==> config.mk <==
export PLATFORM = sky130hd
export DESIGN_NAME = fp_mul_pipe
export DESIGN_NICKNAME = d
export VERILOG_FILES = /design/src/rtl/fp_pkg.sv /design/src/rtl/fp_round_pack.sv /design/src/rtl/fp_mul_pipe.sv
export SDC_FILE = /design/constraint.sdc
export NUM_CORES = 1
export LEC_CHECK = 0
export ABC_AREA = 1
export CAP_MARGIN = 20
export CORE_UTILIZATION = 50
export CTS_BUF_LIST = sky130_fd_sc_hd__clkbuf_4
export DETAILED_ROUTE_END_ITERATION = 12
export PLACE_DENSITY = 0.71
export SYNTH_ARGS = -nofsm -noshare
export SYNTH_HDL_FRONTEND = slang
export SYNTH_SLANG_ARGS = --single-unit
==> constraint.sdc <==
create_clock -name clk -period 6.4 [get_ports clk]
set_clock_uncertainty 0.1 [all_clocks]
set_input_delay 1.6 -clock clk [delete_from_list [all_inputs] [get_ports clk]]
set_output_delay 1.6 -clock clk [all_outputs]
set_load 0.02 [all_outputs]
==> src/rtl/fp_pkg.sv <==
// Shared definitions for the pipelined floating-point multiplier:
// operand classes, flag bit positions and width-generic encoding helpers.
package fp_pkg;

  typedef enum logic [2:0] {ZERO, SUB, NORM, INF, NAN} fp_class_e;

  localparam int FLAG_INVALID   = 3;
  localparam int FLAG_OVERFLOW  = 2;
  localparam int FLAG_UNDERFLOW = 1;
  localparam int FLAG_INEXACT   = 0;

  function automatic int fp_bias(input int exp_w);
    return (1 << (exp_w - 1)) - 1;
  endfunction

  // Encodings are built 64 bits wide; callers keep the low 1+exp_w+man_w bits.
  function automatic logic [63:0] fp_canon_nan(input int exp_w, input int man_w);
    logic [63:0] exp_ones;
    exp_ones = (64'd1 << exp_w) - 64'd1;
    return (exp_ones << man_w) | (64'd1 << (man_w - 1));
  endfunction

  function automatic logic [63:0] fp_signed_inf(input logic sign, input int exp_w, input int man_w);
    logic [63:0] exp_ones;
    exp_ones = (64'd1 << exp_w) - 64'd1;
    return ({63'd0, sign} << (exp_w + man_w)) | (exp_ones << man_w);
  endfunction

  function automatic logic [63:0] fp_signed_zero(input logic sign, input int exp_w, input int man_w);
    return {63'd0, sign} << (exp_w + man_w);
  endfunction

endpackage

==> src/rtl/fp_round_pack.sv <==
// Final multiplier stage: normalise the raw significand product, round to
// nearest-even and pack, saturating to inf or flushing to zero at the range limits.
module fp_round_pack
  import fp_pkg::*;
#(
  parameter int EXP_W = 5,
  parameter int MAN_W = 10,
  localparam int W = 1 + EXP_W + MAN_W
) (
  input  logic                     sign,
  input  logic signed [EXP_W+1:0]  exp_sum,
  input  logic [2*MAN_W+1:0]       prod,
  output logic [W-1:0]             result,
  output logic [3:0]               flags
);

  localparam int PW = 2 * MAN_W + 2;
  localparam logic [63:0] INF_P64  = fp_signed_inf(1'b0, EXP_W, MAN_W);
  localparam logic [63:0] INF_N64  = fp_signed_inf(1'b1, EXP_W, MAN_W);
  localparam logic [63:0] ZERO_P64 = fp_signed_zero(1'b0, EXP_W, MAN_W);
  localparam logic [63:0] ZERO_N64 = fp_signed_zero(1'b1, EXP_W, MAN_W);
  localparam logic signed [EXP_W+1:0] EXP_MAX = (EXP_W + 2)'((1 << EXP_W) - 1);
  localparam logic signed [EXP_W+1:0] EXP_MIN = (EXP_W + 2)'(0);

  logic [PW-1:0]          norm_s;
  logic [MAN_W:0]         mant_s;
  logic                   guard_s;
  logic                   sticky_s;
  logic                   round_up_s;
  logic [MAN_W+1:0]       mant_rnd_s;
  logic signed [EXP_W+1:0] exp_fin_s;
  logic [MAN_W-1:0]       frac_s;

  // Normalise, round and pack; the exponent picks up one increment per carry.
  always_comb begin
    norm_s     = prod[PW-1] ? prod : {prod[PW-2:0], 1'b0};
    mant_s     = norm_s[PW-1:MAN_W+1];
    guard_s    = norm_s[MAN_W];
    sticky_s   = |norm_s[MAN_W-1:0];
    round_up_s = guard_s & (sticky_s | mant_s[0]);
    mant_rnd_s = {1'b0, mant_s} + {{(MAN_W + 1){1'b0}}, round_up_s};
    exp_fin_s  = exp_sum
               + $signed({{(EXP_W + 1){1'b0}}, prod[PW-1]})
               + $signed({{(EXP_W + 1){1'b0}}, mant_rnd_s[MAN_W+1]});
    frac_s     = mant_rnd_s[MAN_W+1] ? mant_rnd_s[MAN_W:1] : mant_rnd_s[MAN_W-1:0];
    flags      = 4'b0000;
    if (exp_fin_s >= EXP_MAX) begin
      result                = sign ? INF_N64[W-1:0] : INF_P64[W-1:0];
      flags[FLAG_OVERFLOW]  = 1'b1;
      flags[FLAG_INEXACT]   = 1'b1;
    end else if (exp_fin_s <= EXP_MIN) begin
      result                = sign ? ZERO_N64[W-1:0] : ZERO_P64[W-1:0];
      flags[FLAG_UNDERFLOW] = 1'b1;
      flags[FLAG_INEXACT]   = 1'b1;
    end else begin
      result                = {sign, exp_fin_s[EXP_W-1:0], frac_s};
      flags[FLAG_INEXACT]   = guard_s | sticky_s;
    end
  end

endmodule

==> src/rtl/fp_mul_pipe.sv <==
// Three-stage pipelined floating-point multiplier with valid/ready flow control:
// S1 unpack/classify, S2 significand multiply, S3 round/pack into the output register.
module fp_mul_pipe
  import fp_pkg::*;
#(
  parameter int EXP_W = 5,
  parameter int MAN_W = 10,
  localparam int W = 1 + EXP_W + MAN_W
) (
  input  logic         clk,
  input  logic         rst_n,
  input  logic         in_valid,
  output logic         in_ready,
  input  logic [W-1:0] a,
  input  logic [W-1:0] b,
  output logic         out_valid,
  input  logic         out_ready,
  output logic [W-1:0] result,
  output logic [3:0]   flags
);

  localparam int EW = EXP_W + 2;
  localparam int PW = 2 * MAN_W + 2;
  localparam logic signed [EW-1:0] BIAS = EW'(fp_bias(EXP_W));
  localparam logic [63:0] NAN64    = fp_canon_nan(EXP_W, MAN_W);
  localparam logic [63:0] INF_P64  = fp_signed_inf(1'b0, EXP_W, MAN_W);
  localparam logic [63:0] INF_N64  = fp_signed_inf(1'b1, EXP_W, MAN_W);
  localparam logic [63:0] ZERO_P64 = fp_signed_zero(1'b0, EXP_W, MAN_W);
  localparam logic [63:0] ZERO_N64 = fp_signed_zero(1'b1, EXP_W, MAN_W);

  function automatic fp_class_e classify(input logic [W-1:0] x);
    logic [EXP_W-1:0] e;
    logic [MAN_W-1:0] f;
    e = x[W-2:MAN_W];
    f = x[MAN_W-1:0];
    if (e == {EXP_W{1'b0}})      return (f == {MAN_W{1'b0}}) ? ZERO : SUB;
    else if (e == {EXP_W{1'b1}}) return (f == {MAN_W{1'b0}}) ? INF : NAN;
    else                         return NORM;
  endfunction

  fp_class_e         cls_a_s, cls_b_s;
  logic              zero_a_s, zero_b_s, sign_s;
  logic signed [EW-1:0] exp_sum_s;
  logic              special_s;
  logic [W-1:0]      spec_res_s;
  logic [3:0]        spec_flags_s;
  logic              s1_adv_s, s2_adv_s, s3_adv_s;

  logic              s1_valid, s1_sign, s1_special;
  logic signed [EW-1:0] s1_exp;
  logic [MAN_W:0]    s1_man_a, s1_man_b;
  logic [W-1:0]      s1_spec_res;
  logic [3:0]        s1_spec_flags;
  logic              s2_valid, s2_sign, s2_special;
  logic signed [EW-1:0] s2_exp;
  logic [PW-1:0]     s2_prod;
  logic [W-1:0]      s2_spec_res;
  logic [3:0]        s2_spec_flags;
  logic [W-1:0]      rp_result_s;
  logic [3:0]        rp_flags_s;

  assign s3_adv_s = !out_valid || out_ready;
  assign s2_adv_s = !s2_valid || s3_adv_s;
  assign s1_adv_s = !s1_valid || s2_adv_s;
  assign in_ready = rst_n && s1_adv_s;

  // Classify operands and resolve special values; subnormals count as zero.
  always_comb begin
    cls_a_s      = classify(a);
    cls_b_s      = classify(b);
    zero_a_s     = (cls_a_s == ZERO) || (cls_a_s == SUB);
    zero_b_s     = (cls_b_s == ZERO) || (cls_b_s == SUB);
    sign_s       = a[W-1] ^ b[W-1];
    exp_sum_s    = $signed({2'b00, a[W-2:MAN_W]}) + $signed({2'b00, b[W-2:MAN_W]}) - BIAS;
    special_s    = 1'b1;
    spec_res_s   = ZERO_P64[W-1:0];
    spec_flags_s = 4'b0000;
    if ((cls_a_s == NAN) || (cls_b_s == NAN) ||
        ((cls_a_s == INF) && zero_b_s) || ((cls_b_s == INF) && zero_a_s)) begin
      spec_res_s                 = NAN64[W-1:0];
      spec_flags_s[FLAG_INVALID] = 1'b1;
    end else if ((cls_a_s == INF) || (cls_b_s == INF)) begin
      spec_res_s = sign_s ? INF_N64[W-1:0] : INF_P64[W-1:0];
    end else if (zero_a_s || zero_b_s) begin
      spec_res_s = sign_s ? ZERO_N64[W-1:0] : ZERO_P64[W-1:0];
    end else begin
      special_s = 1'b0;
    end
  end

  // Stage valid bits and the output register, cleared by reset.
  always_ff @(posedge clk) begin
    if (!rst_n) begin
      s1_valid  <= 1'b0;
      s2_valid  <= 1'b0;
      out_valid <= 1'b0;
      result    <= {W{1'b0}};
      flags     <= 4'b0000;
    end else begin
      if (s1_adv_s) s1_valid <= in_valid;
      if (s2_adv_s) s2_valid <= s1_valid;
      if (s3_adv_s) begin
        out_valid <= s2_valid;
        if (s2_valid) begin
          result <= s2_special ? s2_spec_res : rp_result_s;
          flags  <= s2_special ? s2_spec_flags : rp_flags_s;
        end
      end
    end
  end

  // Stage data registers load only when their stage advances with a valid op.
  always_ff @(posedge clk) begin
    if (s1_adv_s && in_valid) begin
      s1_sign       <= sign_s;
      s1_exp        <= exp_sum_s;
      s1_man_a      <= {1'b1, a[MAN_W-1:0]};
      s1_man_b      <= {1'b1, b[MAN_W-1:0]};
      s1_special    <= special_s;
      s1_spec_res   <= spec_res_s;
      s1_spec_flags <= spec_flags_s;
    end
    if (s2_adv_s && s1_valid) begin
      s2_sign       <= s1_sign;
      s2_exp        <= s1_exp;
      s2_prod       <= {{(MAN_W + 1){1'b0}}, s1_man_a} * {{(MAN_W + 1){1'b0}}, s1_man_b};
      s2_special    <= s1_special;
      s2_spec_res   <= s1_spec_res;
      s2_spec_flags <= s1_spec_flags;
    end
  end

  fp_round_pack #(.EXP_W(EXP_W), .MAN_W(MAN_W)) u_round_pack (
    .sign    (s2_sign),
    .exp_sum (s2_exp),
    .prod    (s2_prod),
    .result  (rp_result_s),
    .flags   (rp_flags_s)
  );

endmodule

==> metrics.md, run 1 <==
| Metric | Value |
|---|---|
| Avg WL per Cell | ~12 microns |
| Remaining Overflow, GRT | 0 |
| Synthesized area | between 8000 and 9000 sq um |
| Dpl hpwl | 12400 microns |
| Clock root cell | clkbuf_4 |
| Cell count after synthesis | approximately 950 |
| Worst-path clk slew | 0.17 ns |
| Final Wtd Congestion | 0.939 |
| Most frequent cells in the layout | 230 x nand2_1, 217 x inv_1, 82 x fa_1, 71 x ha_1, 68 x edfxtp_1 |
| Cts hold-fix bufs | 0 |
| Die area | around 17000 sq um |
| Highest clock rate | between 0.15 and 0.2 GHz |
| Power Dens Cells | approximately 350 nW/um^2 |
| Port Buffer Count | 57 |
| IO Pins | 58 |
| Placeable Area | 15900 sq um |
| Worst Path Arrival | ~5.4 ns |
| Clk sinks | 91 |
| Power Total | approximately 3.2 mW |
| Chip width | between 100 and 150 microns |
| VDD IR max | around 0.21 mV |
| Avg Vias per Cell | approximately 4.8 |
| Most common cell after layout, fill and taps aside | nand2_1 |
| CTS HTree Levels | 3 |
| Antenna violations before repair | 1 |
| Area grow syn2layout | 10.9% |
| Routed vias | between 5000 and 6000 |
| Initial core utilization | 0.513 |
| Total Neg Setup Slack | 0 ns |
| DRC | 0 |
| Syn Nets | ~1100 |
| Largest net degree at the start of global routing | 36 |
| Final period util | 0.819 |
| Hold Path Class | register to register |
| Initial DRC Count | slightly above 300 |
| Hold Vio Cnt, Final | 0 |
| Worst-path fanout max | 11 |
| Setup Fix Bufs, Post-CTS | 0 |
| Maxcap violations | 0 |
| Placement Cell Area | between 8000 and 9000 sq um |
| GRT Util Overall | 0.200 |
| Post-route ant nets | 0 |
| Router iterations before antenna repair | 5 |
| Fill cell count | approximately 1400 |
| CP required | between 6 and 7 ns |
| CTS buffer count | 9 |
| Crit path time final | ~5.2 ns |
| Layout cells sized above 1 | 0.0390 |
| Clock buffer depth | 2 |
| Die H | roughly 130 microns |
| Seq/Total Area, Yosys | 0.307 |
| Crit path launch type | register |
| Status | complete, no violations |
| Inst Count DP | about 1200 |
| Dpl ws | between 1 and 1.5 ns |
| Mean Syn Cell Area | ~8.6 sq um |
| Routed wire length | around 15000 microns |
| Non-Filler Instances | ~1200 |
| Unique cell type count in the Yosys netlist | 42 |
| Worst Max-Slew Pin Slew | between 0.8 and 0.9 ns |
| Setup ws final | about 1.2 ns |
| RSZ-0062 raised after global routing | false |
| Setup violators final | 0 |
| WS Path Type | register to register |
| Yosys reg bits | 91 |
| Relative slew slack | 0.444 |
| CTS resizes | 0 |
| Rows | 46 |
| Finished Core Util | 0.569 |
| Design area | 9040 sq um |
| CTS tree | built |
| Final Hold Slack | ~0.31 ns |
| Worst-Skew Late Latency | about 0.5 ns |
| Vias in the first global route | between 5000 and 6000 |
| Final #Nets | 1183 |
| Leak pwr | 4.53 nW |
| Synth warnings | 0 |
| Max Slew Vio Count | 0 |
| Crit end category | register |
| First-pass GRT wire length | around 26000 microns |
registers in the layout, summed over array words and instances, names as in the netlist, 3 cells and up:
signal	count
flags	4
result	16
s1_exp	7
s1_man_a	10
s1_man_b	10
s1_spec_res	3
s2_exp	7
s2_prod	22
s2_spec_res	3
kinds of logic after synthesis:
family          count (synthesis)  share of synthesized area
buf+inv                       248                      0.118
flops                          91                      0.307
compound gates                 83                     0.0577
simple gates                  344                      0.175
fa+ha+maj                     153                      0.310
xor+xnor                       30                     0.0322
cell usage after synthesis:
cell type,instances,share of area
a21boi_2,1,0.0014
a21o_1,2,0.0018
a21oi_1,41,0.025
a21oi_2,3,0.0032
a221oi_1,1,0.0011
a22oi_1,1,0.00092
a31oi_1,3,0.0023
and2_1,1,0.00077
and3_1,1,0.00077
buf_6,3,0.0041
clkbuf_1,22,0.010
clkinv_1,3,0.0014
clkinv_4,1,0.0011
dfxtp_1,23,0.056
edfxtp_1,68,0.25
fa_1,82,0.20
ha_1,71,0.11
inv_1,217,0.10
inv_2,2,0.00092
nand2_1,230,0.11
nand2_2,4,0.0031
nand2_4,1,0.0014
nand3_1,31,0.019
nand3_4,1,0.0021
nand4_1,5,0.0038
nor2_1,51,0.023
nor2_2,3,0.0023
nor2_4,2,0.0028
nor3_1,9,0.0055
nor3b_1,1,0.00092
nor4_1,2,0.0015
o211ai_1,1,0.00092
o21a_1,3,0.0028
o21ai_0,22,0.014
o21ai_1,1,0.00061
o21ai_2,2,0.0021
o21bai_1,1,0.00092
o31ai_1,1,0.00092
or2_1,1,0.00077
or2_2,1,0.00077
xnor2_1,11,0.012
xor2_1,19,0.020
area by class of cell:
cell class              instances  area, sq um  share of cell area
diodes                          1         2.50            0.000277
clock buffers                  10         75.1             0.00831
clock inverters                 6         70.1             0.00775
inverters                     223          842              0.0932
multi-input cells             610         4690               0.519
flip-flops and latches         91         2500               0.277
well taps                     216          270              0.0299
repair buffers                 59          586              0.0648
worst max-delay path, cell delays in order (launching register included):
cell      delay [ns]
edfxtp_1        0.65
nand2_1         0.14
fa_1            0.55
inv_1           0.05
fa_1            0.50
inv_1           0.06
fa_1            0.47
inv_1           0.05
fa_1            0.52
inv_1           0.05
fa_1            0.52
inv_1           0.04
ha_1            0.34
a21oi_1         0.24
o21ai_0         0.15
a21oi_1         0.15
nand2_1         0.10
a21oi_1         0.20
xnor2_1         0.08
power by group:
part	internal (mW)	switching [mW]
combinational	0.779	1.18
clock	0.128	0.206
sequential	0.817	0.0614
worst paths after layout:
path              slack (ns)        start     endpoint  cells after the start
hold / removal          0.31      s1_sign      s2_sign                      0
setup / recovery        1.16  s1_man_a[5]  s2_prod[16]                     18
hold reg to reg         0.31      s1_sign      s2_sign                      0
setup reg to reg        1.16  s1_man_a[5]  s2_prod[16]                     18
metal layers:
| metal | track usage | part of all wire | vias to the layer above | wire length, microns |
|---|---|---|---|---|
| met2 | 0.322 | 0.47 | 135 | 7060 |
| met4 | 0.0650 | 0.020 | 0 | 297 |
| met1 | 0.270 | 0.47 | 2709 | 7100 |
| met5 | 0 | 0 | - | 0 |
| met3 | 0.0438 | 0.047 | 19 | 709 |
| li1 | - | - | 3001 | - |
(Power assumes the default switching activity.)
==> inputs of run 2 (changes only) <==
Settings changed: PLACE_DENSITY 0.71 to 0.73.
Clock period 6.4 ns to 4.3 ns, I/O delays scaled along.
==> metrics.md, run 2 (same netlist as run 1, synthesis figures left out) <==
| Metric | Value |
|---|---|
| Routed vias | 6418 (was 5864) |
| Largest net degree at the start of global routing | 36 (unchanged) |
| CP required | 4.45 ns (was 6.53 ns) |
| Final Hold Slack | 0.314 ns (was 0.309 ns) |
| GRT Util Overall | 0.222 (was 0.200) |
| Crit path time final | 4.70 ns (was 5.24 ns) |
| Worst-path fanout max | 5 (was 11) |
| DRC | 0 (unchanged) |
| Hold Path Class | register to register (unchanged) |
| Router iterations before antenna repair | 7 (was 5) |
| Crit path launch type | register (unchanged) |
| Avg Vias per Cell | 4.87 (was 4.82) |
| Setup violators final | 15 (was 0) |
| Total Neg Setup Slack | -4.38 ns (was 0 ns) |
| R2R depth | 17 (was 18) |
| CTS tree | built (unchanged) |
| Most common cell after layout, fill and taps aside | nand2_1 (unchanged) |
| Most frequent cells in the layout | 212 x nand2_1, 206 x inv_1, 98 x buf_4, 80 x fa_1, 68 x edfxtp_1 (was 230 x nand2_1, 217 x inv_1, 82 x fa_1, 71 x ha_1, 68 x edfxtp_1) |
| CP endpoint | s2_prod[21] (was s2_prod[16]) |
| Largest reg by FF count | s2_prod (unchanged) |
| Hold Vio Cnt, Final | 0 (unchanged) |
| Initial core utilization | 0.513 (unchanged) |
| Design area | 10300 sq um (was 9040 sq um) |
| Dpl ws | -0.435 ns (was 1.21 ns) |
| FF-to-FF End | s2_prod[21] (was s2_prod[16]) |
| Chip width | 130 microns (unchanged) |
| Largest regs | s2_prod (22), result (16) (unchanged) |
| Max Slew Vio Count | 0 (unchanged) |
| Maxcap violations | 0 (unchanged) |
| Fill cell count | 1282 (was 1438) |
| First-pass GRT wire length | 29100 microns (was 25800 microns) |
| Reg-to-Reg Start | s1_man_b[4] (was s1_man_a[5]) |
| RSZ-0062 raised after global routing | true (was false) |
| CTS buffer count | 9 (unchanged) |
| Final Wtd Congestion | 0.870 (was 0.939) |
| Setup ws final | -0.398 ns (was 1.16 ns) |
| Routed wire length | 17600 microns (was 15200 microns) |
| Worst Max-Slew Pin Slew | 0.619 ns (was 0.826 ns) |
| Worst-Skew Late Latency | 0.49 ns (about the same) |
| Inst Count DP | 1276 (was 1199) |
| Clk sinks | 91 (unchanged) |
| Area of the multi-input gates | 5140 sq um (was 4690 sq um) |
| Post-route ant nets | 0 (unchanged) |
| Highest clock rate | 0.213 GHz (was 0.191 GHz) |
| Clock buffer depth | 2 (unchanged) |
| Dpl hpwl | 13900 microns (was 12400 microns) |
| CTS HTree Levels | 3 (unchanged) |
| Remaining Overflow, GRT | 0 (unchanged) |
| Cts hold-fix bufs | 0 (unchanged) |
| WS Path Type | register to register (unchanged) |
| Placement Cell Area | 9660 sq um (was 8890 sq um) |
| Status | complete, but fails checks (was complete, no violations) |
| R2r setup slk | -0.40 ns (was 1.16 ns) |
| Power Dens Cells | 659 nW/um^2 (was 351 nW/um^2) |
| Final #Nets | 1286 (was 1183) |
| Max reg flops | 22 (unchanged) |
| Crit end category | register (unchanged) |
| Reg area | 2500 sq um (unchanged) |
| Avg WL per Cell | 13.4 microns (was 12.5 microns) |
| Placeable Area | 15900 sq um (unchanged) |
| Relative slew slack | 0.584 (was 0.444) |
| Non-Filler Instances | 1319 (was 1216) |
| Final period util | 1.09 (was 0.819) |
| Initial DRC Count | 249 (was 304) |
| Worst setup startpoint | s1_man_b[4] (was s1_man_a[5]) |
| Area grow syn2layout | 26.5% (was 10.9%) |
| IO Pins | 58 (unchanged) |
| Failing checks | setup timing |
| Rows | 46 (unchanged) |
| Leak pwr | 5.09 nW (was 4.53 nW) |
| Worst Path Arrival | 4.84 ns (was 5.38 ns) |
| Port Buffer Count | 57 (unchanged) |
| Power Total | 6.79 mW (was 3.17 mW) |
| Die H | 130 microns (unchanged) |
| Vias in the first global route | 6399 (was 5620) |
| Layout cells sized above 1 | 0.201 (was 0.0390) |
| Antenna violations before repair | 0 (was 1) |
| VDD IR max | 0.525 mV (was 0.214 mV) |
| Die area | 16800 sq um (unchanged) |
| Worst-path clk slew | 0.16 ns (was 0.17 ns) |
| Finished Core Util | 0.649 (was 0.569) |
| Clock root cell | clkbuf_4 (unchanged) |
## run 2: worst min-delay path by stage
stage | startpoint | to | slack, ns | depth (start not counted)
after global routing | s1_special | s2_special | 0.32 | 0
after global placement | s1_sign | s2_sign | 0.30 | 0
after floorplan | s1_exp[0] | s2_exp[0] | 0.30 | 0
after CTS | s1_special | s2_special | 0.31 | 0
final | s1_exp[2] | s2_exp[2] | 0.31 | 0
after detailed placement | s1_exp[4] | s2_exp[4] | 0.30 | 0
## run 2: final cells by class
cell class,instances,share of cell area
antenna,1,0.000243
clock buffer,10,0.00728
clock inverter,6,0.00922
inverter,223,0.0817
multi-input combinational,610,0.498
sequential,91,0.243
tap,216,0.0262
timing repair buffer,162,0.134
## run 2: what timing repair did
| item | CTS | global route |
|---|---|---|
| endpoints found under the setup margin | 15 | 16 |
| resized for setup | 23 | 42 |
| gates cloned | 1 | 0 |
| pin swaps | 14 | 28 |
| setup buffers | 13 | 12 |
## run 2: where the power goes
group	switching, mW	internal (mW)
sequential	0.0679	1.22
clock	0.308	0.250
combinational	2.59	2.36
total	2.97	3.82
## run 2: per-layer routing
layer | track usage | part of all wire | wire length (microns)
met5 | 0 | 0 | 0
met4 | 0.0752 | 0.032 | 557
met3 | 0.0454 | 0.042 | 736
met2 | 0.395 | 0.51 | 8970
met1 | 0.268 | 0.42 | 7360
## run 2: critical path: stages, from the launching register on
cell and delay (ns):
edfxtp_1 0.45, buf_4 0.16, buf_4 0.15, buf_4 0.14
nand2_1 0.05, inv_1 0.05, ha_1 0.32, fa_1 0.50
fa_1 0.57, fa_1 0.41, ha_1 0.31, ha_2 0.42
nand2_1 0.12, nor2_1 0.19, and2_1 0.23, nand3_2 0.13
nand3_2 0.10, xor2_1 0.06
==> inputs of run 3 (changes only) <==
Settings changed: ABC_CLOCK_PERIOD_IN_PS set to 4300, REMOVE_ABC_BUFFERS set to 1.
==> metrics.md, run 3 (same netlist as run 1, synthesis figures left out) <==
| Metric | Value |
|---|---|
| CP cell instances | buf_6 > fa_1 > inv_2 > fa_1 > inv_2 > fa_2 > fa_1 > inv_1 > fa_1 > inv_2 > ha_4 > buf_6 > nand2_8 > nor2_4 > nand2_1 > o211ai_1 > a31oi_1 > xnor2_1 (was buf_4 > buf_4 > buf_4 > nand2_1 > inv_1 > ha_1 > fa_1 > fa_1 > fa_1 > ha_1 > ha_2 > nand2_1 > nor2_1 > and2_1 > nand3_2 > nand3_2 > xor2_1) |
| Worst-path fanout max | 4 (was 5) |
| Status | complete, but fails checks (unchanged) |
| First-pass GRT wire length | 30300 microns (was 29100 microns) |
| Max Slew Vio Count | 0 (unchanged) |
| Int Power | 4.34 mW (was 3.82 mW) |
| Largest regs | s2_prod (22), result (16) (unchanged) |
| Dpl hpwl | 13800 microns (was 13900 microns) |
| Final Wtd Congestion | 0.878 (was 0.870) |
| Largest reg by FF count | s2_prod (unchanged) |
| Leak pwr | 5.24 nW (was 5.09 nW) |
| Final #Nets | 1304 (was 1286) |
| VDD IR max | 0.485 mV (was 0.525 mV) |
| Setup ws final | -0.499 ns (was -0.398 ns) |
| Router iterations before antenna repair | 5 (was 7) |
| Largest net degree at the start of global routing | 36 (unchanged) |
| Non-Filler Instances | 1337 (was 1319) |
| Initial DRC Count | 329 (was 249) |
| Reg power frac | 0.161 (was 0.189) |
| Routed vias | 6646 (was 6418) |
| Cts hold-fix bufs | 0 (unchanged) |
| Switch share | 0.453 (was 0.437) |
| Routed wire length | 19800 microns (was 17600 microns) |
| Most used cell, CP | fa_1 |
| Area grow syn2layout | 31.3% (was 26.5%) |
| Combinational Power Share | 0.776 (was 0.729) |
| Maxcap violations | 0 (unchanged) |
| Design area | 10700 sq um (was 10300 sq um) |
| Most frequent cells in the layout | 202 x nand2_1, 194 x inv_1, 95 x buf_4, 77 x fa_1, 68 x edfxtp_1 (was 212 x nand2_1, 206 x inv_1, 98 x buf_4, 80 x fa_1, 68 x edfxtp_1) |
| Hold Vio Cnt, Final | 0 (unchanged) |
| Failing checks | setup timing (unchanged) |
| Worst-path clk slew | 0.14 ns (was 0.16 ns) |
| CTS tree | built (unchanged) |
| Post-route ant nets | 0 (unchanged) |
| Die H | 130 microns (unchanged) |
| Final period util | 1.12 (was 1.09) |
| Crit path largest cell delay | 0.58 ns (was 0.57 ns) |
| Crit path max-delay family | adder cells (unchanged) |
| Remaining Overflow, GRT | 0 (unchanged) |
| Worst Path Arrival | 4.95 ns (was 4.84 ns) |
| Total Neg Setup Slack | -4.77 ns (was -4.38 ns) |
| Worst Max-Slew Pin Slew | 0.797 ns (was 0.619 ns) |
| Avg WL per Cell | 14.8 microns (was 13.4 microns) |
| WS Path Type | register to register (unchanged) |
| CTS buffer count | 9 (unchanged) |
| Setup violators final | 14 (was 15) |
| Clock root cell | clkbuf_4 (unchanged) |
| DRC | 0 (unchanged) |
| Bufs and invs on worst path | 6 (was 4) |
| Hold Path Class | register to register (unchanged) |
| Crit path time final | 4.80 ns (was 4.70 ns) |
| Initial core utilization | 0.513 (unchanged) |
| Port Buffer Count | 57 (unchanged) |
| Clk sinks | 91 (unchanged) |
| Die area | 16800 sq um (unchanged) |
| Chip width | 130 microns (unchanged) |
| Highest clock rate | 0.208 GHz (was 0.213 GHz) |
| IO Pins | 58 (unchanged) |
| Slowest CP cell | fa_1 (unchanged) |
| GRT Util Overall | 0.233 (was 0.222) |
| Inst Count DP | 1281 (was 1276) |
| Placement Cell Area | 9510 sq um (was 9660 sq um) |
| Clk pwr share | 0.063 (was 0.082) |
| RSZ-0062 raised after global routing | true (unchanged) |
| CP required | 4.45 ns (about the same) |
| Placeable Area | 15900 sq um (unchanged) |
| Relative slew slack | 0.464 (was 0.584) |
| Antenna violations before repair | 1 (was 0) |
| Vias in the first global route | 6710 (was 6399) |
| Avg Vias per Cell | 4.97 (was 4.87) |
| Crit path launch type | register (unchanged) |
| CTS HTree Levels | 3 (unchanged) |
| Crit end category | register (unchanged) |
| Power Dens Cells | 742 nW/um^2 (was 659 nW/um^2) |
| Most common cell after layout, fill and taps aside | nand2_1 (unchanged) |
| Layout cells sized above 1 | 0.244 (was 0.201) |
| Worst-Skew Late Latency | 0.49 ns (about the same) |
| Max reg flops | 22 (unchanged) |
| Switching power | 3.60 mW (was 2.97 mW) |
| Fill cell count | 1186 (was 1282) |
| Dpl ws | -0.787 ns (was -0.435 ns) |
| Rows | 46 (unchanged) |
| Clock buffer depth | 2 (unchanged) |
| Final Hold Slack | 0.331 ns (was 0.314 ns) |
run 3: cell types whose count changed in the layout (fill, tap and decap cells not counted), sizes merged:
cell / previous run / this run
buf: 105 / 123
bufinv: 2 / 1
clkinv: 5 / 6
clkinvlp: 0 / 1
inv: 222 / 221
run 3: repair_timing:
item	4_1_cts	5_1_grt
pin swaps	50	63
setup buffers	23	19
setup endpoints to repair	16	16
resized for setup	89	101
run 3: final timing paths:
kind / start / endpoint / slack (ns) / cells past startpoint
worst max-delay path: s1_man_a[0] / s2_prod[12] / -0.50 / 18
worst min-delay path: s1_exp[3] / s2_exp[3] / 0.33 / 0
worst max register to register: s1_man_a[0] / s2_prod[12] / -0.50 / 18
worst min register to register: s1_exp[3] / s2_exp[3] / 0.33 / 0
run 3: layout make-up:
| class | count | area (sq um) | share of cell area |
|---|---|---|---|
| Tap cell | 216 | 270 | 0.0253 |
| Clock inverter | 6 | 63.8 | 0.00596 |
| Timing Repair Buffer | 180 | 1610 | 0.150 |
| Sequential cell | 91 | 2500 | 0.234 |
| Multi-Input combinational cell | 610 | 5340 | 0.499 |
| Inverter | 223 | 842 | 0.0787 |
| Clock buffer | 10 | 75.1 | 0.00702 |
| Antenna cell | 1 | 2.50 | 0.000234 |
run 3: metal layers:
| metal | vias up | routed length (microns) | share of wire | track usage |
|---|---|---|---|---|
| met2 | 196 | 10500 | 0.53 | 0.431 |
| met1 | 3151 | 7680 | 0.39 | 0.260 |
| li1 | 3238 | - | - | - |
| met3 | 61 | 846 | 0.043 | 0.0467 |
| met5 | - | 0 | 0 | 0 |
| met4 | 0 | 745 | 0.038 | 0.101 |
run 3: stage by stage:
stage	utilization	total power [mW]
2_1_floorplan	-	3.62
3_3_place_gp	0.598	5.08
3_5_place_dp	0.598	5.18
4_1_cts	0.641	6.75
5_1_grt	0.674	8.46
6_report	0.674	7.94
run 3: worst reg2reg max path, cell delays in order (launching register included):
cell and delay [ns]:
edfxtp_1 0.44, buf_6 0.15, fa_1 0.58, inv_2 0.05
fa_1 0.52, inv_2 0.05, fa_2 0.45, fa_1 0.52
inv_1 0.05, fa_1 0.50, inv_2 0.06, ha_4 0.33
buf_6 0.13, nand2_8 0.06, nor2_4 0.12, nand2_1 0.08
o211ai_1 0.14, a31oi_1 0.10, xnor2_1 0.15
run 3: power groups by stage:
stage	clock [mW]	combinational, mW	sequential [mW]
finish	0.500	6.16	1.28
global route	0.546	6.62	1.29
CTS	0.510	4.95	1.28
detailed placement	0	3.87	1.31
global placement	0	3.78	1.30
floorplan	0	2.31	1.31
